===== src/rtl/uart_tx_arbiter_pkg.sv =====
// uart_pkg: shared types and helpers for the UART transmit arbiter.
//   arb_state_t : arbiter FSM states
//   BYTE_W      : width of one UART byte
//   clog2       : ceiling log2, minimum 1, usable in constant expressions
package uart_pkg;

  localparam int BYTE_W = 8;

  typedef enum logic [1:0] {
    IDLE,
    SEND,
    WAIT_BUSY,
    WAIT_DONE
  } arb_state_t;

  function automatic int clog2(input int value);
    int result;
    int v;
    result = 0;
    v = value - 1;
    while (v > 0) begin
      result = result + 1;
      v = v >> 1;
    end
    if (result < 1) result = 1;
    return result;
  endfunction

endpackage


===== src/rtl/uart_tx_arbiter_if.sv =====
// uart_tx_arbiter_if: requester-side and serializer-side signals of the
// UART transmit arbiter.
//   req_valid/req_data/req_last/req_ready : per-requester byte streams
//   tx_data/tx_start/tx_busy              : byte interface to uart_tx
//   grant_id/frame_active                 : arbitration status
// slave modport = arbiter view, master modport = requesters + serializer.
interface uart_tx_arbiter_if import uart_pkg::*; #(
  parameter int NUM_REQ = 4
);
  localparam int ID_W = clog2(NUM_REQ);

  logic [NUM_REQ-1:0]        req_valid;
  logic [BYTE_W*NUM_REQ-1:0] req_data;
  logic [NUM_REQ-1:0]        req_last;
  logic [NUM_REQ-1:0]        req_ready;
  logic [BYTE_W-1:0]         tx_data;
  logic                      tx_start;
  logic                      tx_busy;
  logic [ID_W-1:0]           grant_id;
  logic                      frame_active;

  modport master (
    output req_valid, req_data, req_last, tx_busy,
    input  req_ready, tx_data, tx_start, grant_id, frame_active
  );

  modport slave (
    input  req_valid, req_data, req_last, tx_busy,
    output req_ready, tx_data, tx_start, grant_id, frame_active
  );
endinterface


===== src/rtl/uart_tx_arbiter_rr_pick.sv =====
// rr_pick: combinational rotate-priority encoder.
//   req     : request vector
//   ptr     : highest-priority index
//   idx     : first set request at or after ptr, wrapping around
//   any_req : at least one request set
module rr_pick import uart_pkg::*; #(
  parameter int NUM_REQ = 4,
  localparam int ID_W = clog2(NUM_REQ)
) (
  input  logic [NUM_REQ-1:0] req,
  input  logic [ID_W-1:0]    ptr,
  output logic [ID_W-1:0]    idx,
  output logic               any_req
);
  logic [ID_W-1:0]    pos [NUM_REQ];
  logic [NUM_REQ-1:0] hit;
  // sel[k] holds the winner among offsets k..NUM_REQ-1; offset 0 is ptr itself.
  logic [ID_W-1:0]    sel [NUM_REQ+1];

  assign sel[NUM_REQ] = '0;

  genvar gi;
  for (gi = 0; gi < NUM_REQ; gi++) begin : g_rot
    logic [ID_W:0] sum;
    assign sum = {1'b0, ptr} + (ID_W+1)'(gi);
    assign pos[gi] = (sum >= (ID_W+1)'(NUM_REQ)) ? ID_W'(sum - (ID_W+1)'(NUM_REQ))
                                                 : ID_W'(sum);
    assign hit[gi] = req[pos[gi]];
    assign sel[gi] = hit[gi] ? pos[gi] : sel[gi+1];
  end

  assign idx     = sel[0];
  assign any_req = |req;
endmodule


===== src/rtl/uart_tx_arbiter.sv =====
// uart_tx_arbiter: shares one uart_tx serializer between NUM_REQ byte
// streams. Grants are round-robin and held for a whole frame (req_last),
// force-released after MAX_FRAME bytes or IDLE_TIMEOUT idle cycles.
//   clk : system clock
//   rst : asynchronous active-low reset
//   bus : uart_tx_arbiter_if.slave (requester streams, serializer, status)
module uart_tx_arbiter import uart_pkg::*; #(
  parameter int NUM_REQ      = 4,
  parameter int MAX_FRAME    = 16,
  parameter int IDLE_TIMEOUT = 1023
) (
  input  logic             clk,
  input  logic             rst,
  uart_tx_arbiter_if.slave bus
);
  localparam int ID_W  = clog2(NUM_REQ);
  localparam int CNT_W = clog2(MAX_FRAME + 1);
  localparam int TO_W  = clog2(IDLE_TIMEOUT + 1);

  arb_state_t        state_reg, state_next;
  logic [ID_W-1:0]   grant_id_reg, grant_id_next;
  logic [ID_W-1:0]   rr_ptr_reg, rr_ptr_next;
  logic              frame_active_reg, frame_active_next;
  logic [CNT_W-1:0]  byte_cnt_reg, byte_cnt_next;
  logic              last_flag_reg, last_flag_next;
  logic [TO_W-1:0]   timeout_cnt_reg, timeout_cnt_next;
  logic [1:0]        guard_cnt_reg, guard_cnt_next;
  logic [BYTE_W-1:0] tx_data_reg, tx_data_next;
  logic              tx_start_reg, tx_start_next;

  logic [BYTE_W-1:0]  req_byte [NUM_REQ];
  logic [NUM_REQ-1:0] ready_vec;
  logic [ID_W-1:0]    pick_idx;
  logic               pick_any;
  logic               g_valid;
  logic               do_release;

  genvar gi;
  for (gi = 0; gi < NUM_REQ; gi++) begin : g_slice
    assign req_byte[gi] = bus.req_data[BYTE_W*gi +: BYTE_W];
  end

  rr_pick #(.NUM_REQ(NUM_REQ)) u_pick (
    .req     (bus.req_valid),
    .ptr     (rr_ptr_reg),
    .idx     (pick_idx),
    .any_req (pick_any)
  );

  assign g_valid = bus.req_valid[grant_id_reg];

  always_comb begin
    state_next        = state_reg;
    grant_id_next     = grant_id_reg;
    rr_ptr_next       = rr_ptr_reg;
    frame_active_next = frame_active_reg;
    byte_cnt_next     = byte_cnt_reg;
    last_flag_next    = last_flag_reg;
    timeout_cnt_next  = timeout_cnt_reg;
    guard_cnt_next    = guard_cnt_reg;
    tx_data_next      = tx_data_reg;
    tx_start_next     = 1'b0;
    ready_vec         = '0;
    do_release        = 1'b0;

    case (state_reg)
      IDLE: begin
        if (pick_any) begin
          state_next        = SEND;
          grant_id_next     = pick_idx;
          frame_active_next = 1'b1;
          timeout_cnt_next  = '0;
        end
      end
      SEND: begin
        if (g_valid) begin
          if (!bus.tx_busy) begin
            ready_vec[grant_id_reg] = 1'b1;
            tx_data_next   = req_byte[grant_id_reg];
            tx_start_next  = 1'b1;
            if (byte_cnt_reg != CNT_W'(MAX_FRAME))
              byte_cnt_next = byte_cnt_reg + CNT_W'(1);
            last_flag_next = bus.req_last[grant_id_reg] ||
                             (byte_cnt_reg == CNT_W'(MAX_FRAME - 1));
            guard_cnt_next = '0;
            state_next     = WAIT_BUSY;
          end
        end else if (timeout_cnt_reg == TO_W'(IDLE_TIMEOUT - 1)) begin
          // This idle cycle is the IDLE_TIMEOUT-th one: revoke the grant now.
          do_release = 1'b1;
        end else begin
          timeout_cnt_next = timeout_cnt_reg + TO_W'(1);
        end
      end
      WAIT_BUSY: begin
        // Busy is sampled on the 3 cycles after tx_start; if the serializer
        // never reacts the byte is considered sent so the frame cannot stall.
        if (bus.tx_busy || guard_cnt_reg == 2'd2) state_next = WAIT_DONE;
        else guard_cnt_next = guard_cnt_reg + 2'd1;
      end
      WAIT_DONE: begin
        if (!bus.tx_busy) begin
          if (last_flag_reg) begin
            do_release = 1'b1;
          end else begin
            state_next       = SEND;
            timeout_cnt_next = '0;
          end
        end
      end
      default: state_next = IDLE;
    endcase

    if (do_release) begin
      state_next        = IDLE;
      frame_active_next = 1'b0;
      rr_ptr_next       = (grant_id_reg == ID_W'(NUM_REQ - 1)) ? '0
                                                                : grant_id_reg + ID_W'(1);
      byte_cnt_next     = '0;
      timeout_cnt_next  = '0;
    end
  end

  always_ff @(posedge clk or negedge rst) begin
    if (!rst) begin
      state_reg        <= IDLE;
      grant_id_reg     <= '0;
      rr_ptr_reg       <= '0;
      frame_active_reg <= 1'b0;
      byte_cnt_reg     <= '0;
      last_flag_reg    <= 1'b0;
      timeout_cnt_reg  <= '0;
      guard_cnt_reg    <= '0;
      tx_data_reg      <= '0;
      tx_start_reg     <= 1'b0;
    end else begin
      state_reg        <= state_next;
      grant_id_reg     <= grant_id_next;
      rr_ptr_reg       <= rr_ptr_next;
      frame_active_reg <= frame_active_next;
      byte_cnt_reg     <= byte_cnt_next;
      last_flag_reg    <= last_flag_next;
      timeout_cnt_reg  <= timeout_cnt_next;
      guard_cnt_reg    <= guard_cnt_next;
      tx_data_reg      <= tx_data_next;
      tx_start_reg     <= tx_start_next;
    end
  end

  assign bus.req_ready    = ready_vec;
  assign bus.tx_data      = tx_data_reg;
  assign bus.tx_start     = tx_start_reg;
  assign bus.grant_id     = grant_id_reg;
  assign bus.frame_active = frame_active_reg;
endmodule


===== src/flat_wrapper.sv =====
// flat-port wrapper written by rule: the top's interface ports become plain ports
module uart_tx_arbiter_flat import uart_pkg::*;
#(
  parameter int NUM_REQ      = 4,
  parameter int MAX_FRAME    = 16,
  parameter int IDLE_TIMEOUT = 1023
)
  (clk, rst, bus_req_valid, bus_req_data, bus_req_last, bus_tx_busy, bus_req_ready, bus_tx_data, bus_tx_start, bus_grant_id, bus_frame_active);
  uart_tx_arbiter_if #(.NUM_REQ(NUM_REQ)) bus_i ();
  input  logic clk;
  input  logic rst;
  input wire logic [$bits(bus_i.req_valid)-1:0] bus_req_valid;
  input wire logic [$bits(bus_i.req_data)-1:0] bus_req_data;
  input wire logic [$bits(bus_i.req_last)-1:0] bus_req_last;
  input wire logic [$bits(bus_i.tx_busy)-1:0] bus_tx_busy;
  output wire logic [$bits(bus_i.req_ready)-1:0] bus_req_ready;
  output wire logic [$bits(bus_i.tx_data)-1:0] bus_tx_data;
  output wire logic [$bits(bus_i.tx_start)-1:0] bus_tx_start;
  output wire logic [$bits(bus_i.grant_id)-1:0] bus_grant_id;
  output wire logic [$bits(bus_i.frame_active)-1:0] bus_frame_active;
  assign bus_i.req_valid = bus_req_valid;
  assign bus_i.req_data = bus_req_data;
  assign bus_i.req_last = bus_req_last;
  assign bus_i.tx_busy = bus_tx_busy;
  assign bus_req_ready = bus_i.req_ready;
  assign bus_tx_data = bus_i.tx_data;
  assign bus_tx_start = bus_i.tx_start;
  assign bus_grant_id = bus_i.grant_id;
  assign bus_frame_active = bus_i.frame_active;
  uart_tx_arbiter #(.NUM_REQ(NUM_REQ), .MAX_FRAME(MAX_FRAME), .IDLE_TIMEOUT(IDLE_TIMEOUT)) u_core (.clk(clk), .rst(rst), .bus(bus_i));
endmodule

===== config.mk =====
export PLATFORM = sky130hd
export DESIGN_NAME = uart_tx_arbiter_flat
export DESIGN_NICKNAME = d
export VERILOG_FILES = /design/src/rtl/uart_tx_arbiter_pkg.sv /design/src/rtl/uart_tx_arbiter_if.sv /design/src/rtl/uart_tx_arbiter_rr_pick.sv /design/src/rtl/uart_tx_arbiter.sv /design/src/flat_wrapper.sv
export SDC_FILE = /design/constraint.sdc
export NUM_CORES = 1
export LEC_CHECK = 0
export CORE_UTILIZATION = 45
export DETAILED_ROUTE_END_ITERATION = 6
export HOLD_SLACK_MARGIN = 0.03
export MAX_ROUTING_LAYER = met4
export PLACE_DENSITY = 0.86
export RECOVER_POWER = 25
export SLEW_MARGIN = 20
export SYNTH_ARGS = -nofsm -noshare
export SYNTH_HDL_FRONTEND = slang
export SYNTH_SLANG_ARGS = --single-unit
export TNS_END_PERCENT = 50

===== constraint.sdc =====
create_clock -name clk -period 2.1 [get_ports clk]
set_input_delay 0.42 -clock clk [delete_from_list [all_inputs] [get_ports clk]]
set_output_delay 0.42 -clock clk [all_outputs]
set_load 0.02 [all_outputs]

# After elaboration in Yosys (flattened, before gate mapping)
# Cells that the tools add are included.
# Widths: inputs -> output; s select.
totals:
  register_bits: 34
  in_bits: 43
  out_inout_bits: 16
  wordCells: 137
classes:
  add_sub_neg: 11
  order_cmp: 11
  n_eq_ne: 20
  muxes: 64
  bitwise_logic: 2
  reduce_logical: 19
ops:
  columns: ["cell", "count"]
  rows:
  - ["$mux 10", 6]
  - ["$mux 2", 19]
  - ["$pmux 10 s3", 1]
  - ["$mux 5", 5]
  - ["$mux 1", 17]
  - ["$bmux 8 s2", 1]
  - ["$mux 8", 2]
  - ["$lt 2x3->1 const B", 5]
  - ["$bmux 1 s2", 6]
  - ["$ge 3x3->1 const B", 4]
  - ["$mux 4", 3]
  - ["$reduce_and 6->1", 2]
  - ["$reduce_bool 2->1", 6]
  - ["$add 10x1->10 const B", 1]
  - ["$eq 10x10->1 const B", 1]
  - ["$ne 3x1->1 const B", 3]
  - ["$ne 3x2->1 const B", 3]
  - ["$eq 2x2->1 const B", 4]
  - ["$pmux 2 s4", 1]
  - ["$reduce_and 4->1", 2]
  - ["$sub 2x1->2 const B", 4]
  - ["$add 2x2->3 const B", 2]
  - ["$ne 3x3->1 const B", 2]
  - ["$add 5x1->5 const B", 1]
  - ["other kinds (21)", 26]

# Depth between registers and ports, before layout
# Gate-level depths: netlist (run 1).
logic_depth:
  depth_word: 9
  depth_mapped: 8
  ltp_nobuf: 7

# Hierarchy
# From an unflattened synthesis (run 1), not the netlist that was laid out.
hier_totals:
  hier_cells: 211
  hier_area_um2: 2247.2
modules_own_cells:
  columns: ["mod", "instances", "cells_each", "area_per_inst_um2", "seq_area_each_um2"]
  rows:
  - ["uart_tx_arbiter", 1, 198, 2170.8, 850.8]
  - ["rr_pick", 1, 13, 76.3, 0.0]

# Worst setup path after synthesis (run 1)
# No wires, ideal clock.
synth_timing:
  kind: "reg2out"
  start: "register u_core.grant_id_reg[0] (netlist: u_core.bus.grant_id[0])"
  end: "output port bus_req_ready[0]"
  arrival_time_ps: 1784
  slack_ps: -104
  stages_incl_launch_ff: 7
  path_buffers: 2
  cell_sequence: "dfrtp_1 buf_6 mux4_2 nand3b_1 buf_2 inv_1 and2_1"
synth_via:
  elab_chain_cells: 7
  word_cells_on_any_way: 10
  cone_classes: "order compare: 2; mux: 7; reduce/logical: 1"
synth_lines:
  columns: ["element", "line", "rtl"]
  rows:
  - ["start: declaration", "uart_tx_arbiter.sv:21", "logic [ID_W-1:0] grant_id_reg, grant_id_next;"]
  - ["start signal: assignment", "uart_tx_arbiter.sv:138", "grant_id_reg <= grant_id_next;"]
  - ["$lt 2x3->1 (implied by the code) / $ge 2x1->1 (equally long branches)", "uart_tx_arbiter.sv:78", "ready_vec[grant_id_reg] = 1'b1;"]
  - ["$logic_and 1x1->1 (implied by the code)", "uart_tx_arbiter.sv:78", null]
  - ["$mux 1 (implied by the code)", "uart_tx_arbiter.sv:78", null]
  - ["$demux 1 s2", null, null]
  - ["$mux 4", "uart_tx_arbiter.sv:77", "if (!bus.tx_busy) begin"]
  - ["$mux 4 (*)", "uart_tx_arbiter.sv:76", "if (g_valid) begin"]
  - ["$mux 4 (*)", "uart_tx_arbiter.sv:66", "case (state_reg)"]
  - ["end: declaration", "flat_wrapper.sv:16", "output wire logic [$bits(bus_i.req_ready)-1:0] bus_req_ready;"]
# Mark *: on every way between the ends. The rest lies on a longest branch, timed or not. The select of a mux whose other input is x is not followed.

# Worst setup path in the final report (run 1)
# Same ends and word-level chain as after synthesis.

==> reports/qor.csv, run 1 <==
metric,value,unit
status,"finished, final reports clean",
"area leader, netlist",dfrtp_1,
row cnt,25,
Reg2Reg Depth,6,
Final Skew,0.01346,ns
CP max FO,5,
initial antenna violation count,0,
register-to-register setup slack,0.13,ns
Syn Area/Cell,9.874,sq um
largest net degree at the start of global routing,35,
number of flip-flops in the largest register,10,
# setup viols final,0,
Initial Utilization,47.66,%
hpwl dp,4.404,mm
WP buf/inv,2,
critical-path cell list,"mux4_2, nand3b_1, inv_2, and2_4, buf_6",
peak supply drop,0.0007622,V
Syn-to-layout area delta,40.32,%
"commonest non-fill, non-tap cell in the layout",clkdlybuf4s50_1,
first-pass GRT wire length,9.584,mm
final slew viol count,0,
Worst path slowest cell,mux4_2,
ant diodes,0,
RSZ-0062 raised after global routing,yes,
drt total wl,5.750,mm
total CTS buffers,5,
vias per inst,5.430,
Die Area,0.005358,sq mm
Leak,0.001457,uW
Core Area,0.004786,sq mm
clk buf depth,2,
DR WL/cell,15.09,microns
hold_buf cts,0,
clock latency on the worst-skew pair,0.29,ns
routed vias,2069,
hold violation total from the final report,0,
Placed Area,0.003080,sq mm
CTS root buffer,clkbuf_8,
FMAX,479.2,MHz
"Warnings, synthesis",0,
Synth area leaders,"dfrtp_1 (37%), ha_1 (8.2%), mux4_2 (7.9%), nand2_1 (6.1%), o21ai_0 (2.9%)",
Worst Path Arrival,1.67,ns
post-synth cell types,48,
Clock transition at path regs,0.07,ns
maxcap violations,0,
grt total ovfl,0,
Slew @ Worst Pin,0.8469,ns
Synth top area share,37.30,%
placed cells,372,
worst setup path class,register to primary output,
Tmin final,2.087,ns
share of cells above drive strength 1,19.43,%
fin util,66.88,%
GR Util All Layers,24.25,%
"Period Utilization, post-route",99.37,%
Startpoint Class,register,
Remaining DRCs,0,
PortBufs,58,
Post-synth EDFFs,0,
RR Endpoint,u_core.timeout_cnt_reg[2]$_DFFE_PN0P_,
I/O Pins,59,
Non-Filler Instances,381,
number of global-route vias before repair,2120,
CTS H-tree lvls,2,
mapped cell area,0.002281,sq mm
Crit. End Element,primary output,
Initial DRC Count,155,
Syn Inst Count,231,
worst r2r src,u_core.bus.grant_id[1]$_DFFE_PN0P_,
PwrDens,1124,mW/mm^2
synthesized flop and latch total,34,
required time of the critical path,1.68,ns
HP Start,u_core.bus.tx_data[2]$_DFFE_PN0P_,
CTS tree,yes,
Nets,371,
Hold Crit Depth,2,
Async SR Flop Fraction,100.0,%
Die W,73.20,microns
overall power,3598,uW
most frequent cells in the layout,"clkdlybuf4s50_1 (49), nand2_1 (37), dfrtp_1 (33)",
Worst Hold End,u_core.bus.tx_data[2]$_DFFE_PN0P_,
"Seq/Total Area, Yosys",37.30,%
Max stage delay on crit path,0.51,ns
first-pass iteration count of the detailed router,4,
RD Place Congestion,0.9101,
final cell area excluding filler cells,0.003201,sq mm
Final TNS setup,0,ns
Clock Sinks,34,
"delay-heaviest family, CP",multiplexers,
Routed Antenna Nets,0,
Post-synth top flop,dfrtp_1,
Slew HR,43.54,%
Synthesized Nets,289,
chip height,73.20,microns
worst hold-check path type,register to register,
[worst register-to-register path, delay by kind of cell (launching register included)]
| kind | cells | cell delay, ns |
|---|---|---|
| flops | 1 | 0.37 |
| compound gates | 4 | 0.92 |
| buf+inv | 1 | 0.18 |
| mux | 1 | 0.36 |
[cell usage after synthesis, types with 4 or more instances]
cell type	instances
nor3_1	9
o21ai_1	5
and3_1	4
and2_1	4
inv_1	13
mux2i_1	4
ha_1	15
o31ai_1	8
dfrtp_1	34
o21ai_0	13
nor2_1	11
nand3_1	11
buf_2	5
mux4_2	8
nand3b_1	4
nand2_1	37
[layout make-up]
type / instances / area, sq um
tap: 67 / 83.83
multi-input combinational: 174 / 1329
fill: 349 / 1585
sequential: 34 / 852.1
timing repair buffer: 85 / 780.7
inverter: 13 / 48.80
clock inverter: 1 / 30.03
clock buffer: 7 / 76.32
[cell families after synthesis]
| kind of cell | synth area share (%) |
|---|---|
| and+or+nand+nor | 21.06 |
| AOI/OAI and AO/OA | 14.81 |
| DFF | 37.30 |
| buffers and inverters | 4.882 |
| muxes | 12.95 |
| adders and majority gates | 8.228 |
| xor gates and xnor gates | 0.7681 |
[how the worst max path moves through the flow]
stage	startpoint	endpoint	cells after the start
after floorplan	u_core.bus.grant_id[0]$_DFFE_PN0P_	bus_req_ready[0]	6
after global placement	bus_req_valid[0]	bus_req_ready[0]	6
after detailed placement	bus_req_valid[0]	bus_req_ready[0]	6
after CTS	u_core.bus.grant_id[0]$_DFFE_PN0P_	bus_req_ready[0]	5
after global routing	u_core.bus.grant_id[0]$_DFFE_PN0P_	bus_req_ready[0]	5
final	u_core.bus.grant_id[0]$_DFFE_PN0P_	bus_req_ready[0]	5
[what timing repair did]
item | CTS | global route
pin swaps | 5 | 1
setup endpoints to repair | 4 | 5
setup buffers | 1 | 0
gates resized for setup | 33 | 1
[routing by layer]
metal / share of wire (%) / GRT usage, % / up-vias
li1: - / - / 1008
met1: 40 / 26.33 / 990
met2: 53 / 43.11 / 55
met3: 4.2 / 5.249 / 16
met4: 2.5 / 9.150 / 0
met5: 0 / - / -
[through the flow]
step | hold WS, ns | setup slack, ns
after floorplan | 0.1244 | 0.002084
after global placement | 0.4583 | -0.5767
after detailed placement | 0.4617 | -0.6199
after CTS | 0.4782 | -0.0001178
after global routing | 0.4947 | -0.06982
final | 0.4752 | 0.01316
[power breakdown]
group / internal [uW] / total (uW) / switching [uW] / leakage (uW)
clock: 355 / 589 / 234 / 0.0000524
sequential: 862 / 1030 / 165 / 0.000440
combinational: 980 / 1980 / 1000 / 0.000965
Power figures use the tool's default switching activity.
==> run 2: changes to the inputs <==
Settings changed: ABC_AREA set to 1, PLACE_DENSITY 0.86 to 0.85, TNS_END_PERCENT 50 to unset.
==> reports/qor.csv, run 2 <==
metric,value,unit
share of cells above drive strength 1,10.19,%
Synth top area share,36.21,%
final slew viol count,0,
Syn Inst Count,346,
HP Start,u_core.bus.tx_data[4]$_DFFE_PN0P_,
Final Skew,0.001983,ns
clk buf depth,2,
RD Place Congestion,0.8624,
overall power,4076,uW
Synth area leaders,"dfrtp_1 (36%), nand2_1 (19%), nor2_1 (8.9%), ha_1 (8.0%), o21ai_0 (5.5%)",
Initial DRC Count,155,
number of global-route vias before repair,2353,
worst hold-check path type,register to register,
number of flip-flops in the largest register,10,
PortBufs,58,
Initial Utilization,48.15,%
Reg2Reg Depth,12,
CTS tree,yes,
grt total ovfl,0,
Die Area,0.005515,sq mm
Fill cells,415,
"Period Utilization, post-route",96.19,%
Clock Sinks,34,
routed vias,2460,
Startpoint Class,input pin,
PwrDens,1252,mW/mm^2
hold_buf cts,0,
Synthesized Nets,404,
Leak,0.001612,uW
Worst Path Arrival,1.60,ns
most frequent cells in the layout,"nand2_1 (116), nor2_1 (55), clkdlybuf4s50_1 (53)",
hold violation total from the final report,0,
Slew @ Worst Pin,0.8303,ns
most numerous cell in the Yosys netlist,nand2_1,
CTS root buffer,clkbuf_8,
"commonest non-fill, non-tap cell in the layout",nand2_1,
Remaining DRCs,0,
initial antenna violation count,0,
DR WL/cell,12.25,microns
row cnt,25,
first-pass GRT wire length,10.10,mm
Async SR Flop Fraction,100.0,%
required time of the critical path,1.68,ns
mapped cell area,0.002350,sq mm
peak supply drop,0.0007424,V
Hold Crit Depth,2,
# setup viols final,0,
Final WS setup,0.07993,ns
worst r2r src,u_core.state_reg[1]$_DFFE_PN0P_,
chip height,74.26,microns
Core Area,0.004880,sq mm
Die W,74.26,microns
RR Endpoint,u_core.timeout_cnt_reg[5]$_DFFE_PN0P_,
ant diodes,0,
Worst Hold End,u_core.bus.tx_data[4]$_DFFE_PN0P_,
CP max FO,5,
Syn Area/Cell,6.791,sq um
status,"finished, final reports clean",
Post-synth EDFFs,0,
"Seq/Total Area, Yosys",36.21,%
register-to-register setup slack,0.19,ns
Synth top cells by count,"nand2_1 (116), nor2_1 (56), dfrtp_1 (34)",
GR Util All Layers,24.84,%
Post-synth top flop,dfrtp_1,
"area leader, netlist",dfrtp_1,
Routed Antenna Nets,0,
FMAX,495.0,MHz
post-synth cell types,26,
Tmin final,2.020,ns
worst setup path class,input pin to primary output,
Placed Area,0.003113,sq mm
clock latency on the worst-skew pair,0.29,ns
RSZ-0062 raised after global routing,no,
CTS H-tree lvls,2,
total CTS buffers,5,
Final TNS setup,0,ns
Clock transition at path regs,0.07,ns
drt total wl,5.988,mm
hpwl dp,4.533,mm
Slew HR,44.65,%
final cell area excluding filler cells,0.003256,sq mm
Crit. End Element,primary output,
Nets,479,
synthesized flop and latch total,34,
first-pass iteration count of the detailed router,4,
I/O Pins,59,
maxcap violations,0,
largest net degree at the start of global routing,35,
"worst slack, placed",-0.3766,ns
vias per inst,5.031,
Syn-to-layout area delta,38.55,%
"Warnings, synthesis",0,
[run 2: changes by cell type in the layout (fill, tap and decap cells not counted), sizes merged, moves of 7 or more]
cell | before | now
nand2 | 38 | 118
mux4 | 10 | 0
buf | 30 | 23
inv | 13 | 33
o21ai | 18 | 27
o22ai | 1 | 8
nor2 | 11 | 57
o31ai | 10 | 1
[run 2: power by group]
part	total, uW	leakage, uW	switching (uW)	internal [uW]
sequential	1040	0.000434	162	877
clock	751	0.0000714	245	506
combinational	2290	0.00111	1380	908
total	4080	0.00161	1780	2290
[run 2: stage by stage]
| stage | hold WS, ns | instances | utilization (%) |
|---|---|---|---|
| 6_report | 0.4810 | 489 | 66.72 |
| 4_1_cts | 0.4835 | 489 | 66.46 |
| 2_1_floorplan | 0.1244 | 346 | - |
| 3_5_place_dp | 0.4637 | 480 | 63.79 |
| 3_3_place_gp | 0.4633 | 480 | 63.79 |
| 5_1_grt | 0.5022 | 489 | 66.72 |
[run 2: what timing repair did]
item                                    CTS  global route
gates resized for setup                  16             5
pin swaps                                 2             4
endpoints found under the setup margin    4             5
setup buffers                             1             0
[run 2: cells by family after synthesis]
| family | synth area share, % |
|---|---|
| simple gates | 35.41 |
| compound gates | 9.904 |
| buf+inv | 7.135 |
| flops | 36.21 |
| fa+ha+maj | 7.987 |
| xor+xnor | 3.354 |
[run 2: worst max-delay path: stages]
cell	delay (ns)
clkdlybuf4s50_1	0.48
nand2_1	0.06
nand3_1	0.11
nand4_1	0.21
nor2_1	0.15
buf_2	0.17
[run 2: worst max path at each step]
stage	start	to	slack (ns)	depth (start not counted)
floorplan	u_core.state_reg[1]$_DFFE_PN0P_	bus_req_ready[0]	0.21	5
global placement	bus_req_valid[1]	bus_req_ready[1]	-0.31	6
detailed placement	bus_req_valid[1]	bus_req_ready[3]	-0.38	6
CTS	bus_req_valid[3]	bus_req_ready[1]	0.06	6
global route	bus_req_valid[1]	bus_req_ready[0]	0.0008	6
finish	bus_req_valid[3]	bus_req_ready[2]	0.08	6
[run 2: layout make-up]
type | count | area (sq um) | share of cell area, %
multi-input combinational | 269 | 1339 | 41.12
sequential | 34 | 850.8 | 26.13
timing repair buffer | 78 | 715.7 | 21.98
inverter | 33 | 123.9 | 3.805
tap | 67 | 83.83 | 2.575
clock buffer | 6 | 82.58 | 2.537
clock inverter | 2 | 60.06 | 1.845
[run 2: layer usage]
layer | wire, microns | global-route usage [%] | vias to the layer above
met2 | 3090 | 43.23 | 46
met4 | 119 | 9.015 | 0
met5 | 0 | - | -
met1 | 2564 | 27.55 | 1148
li1 | - | - | 1249
met3 | 215 | 6.098 | 17
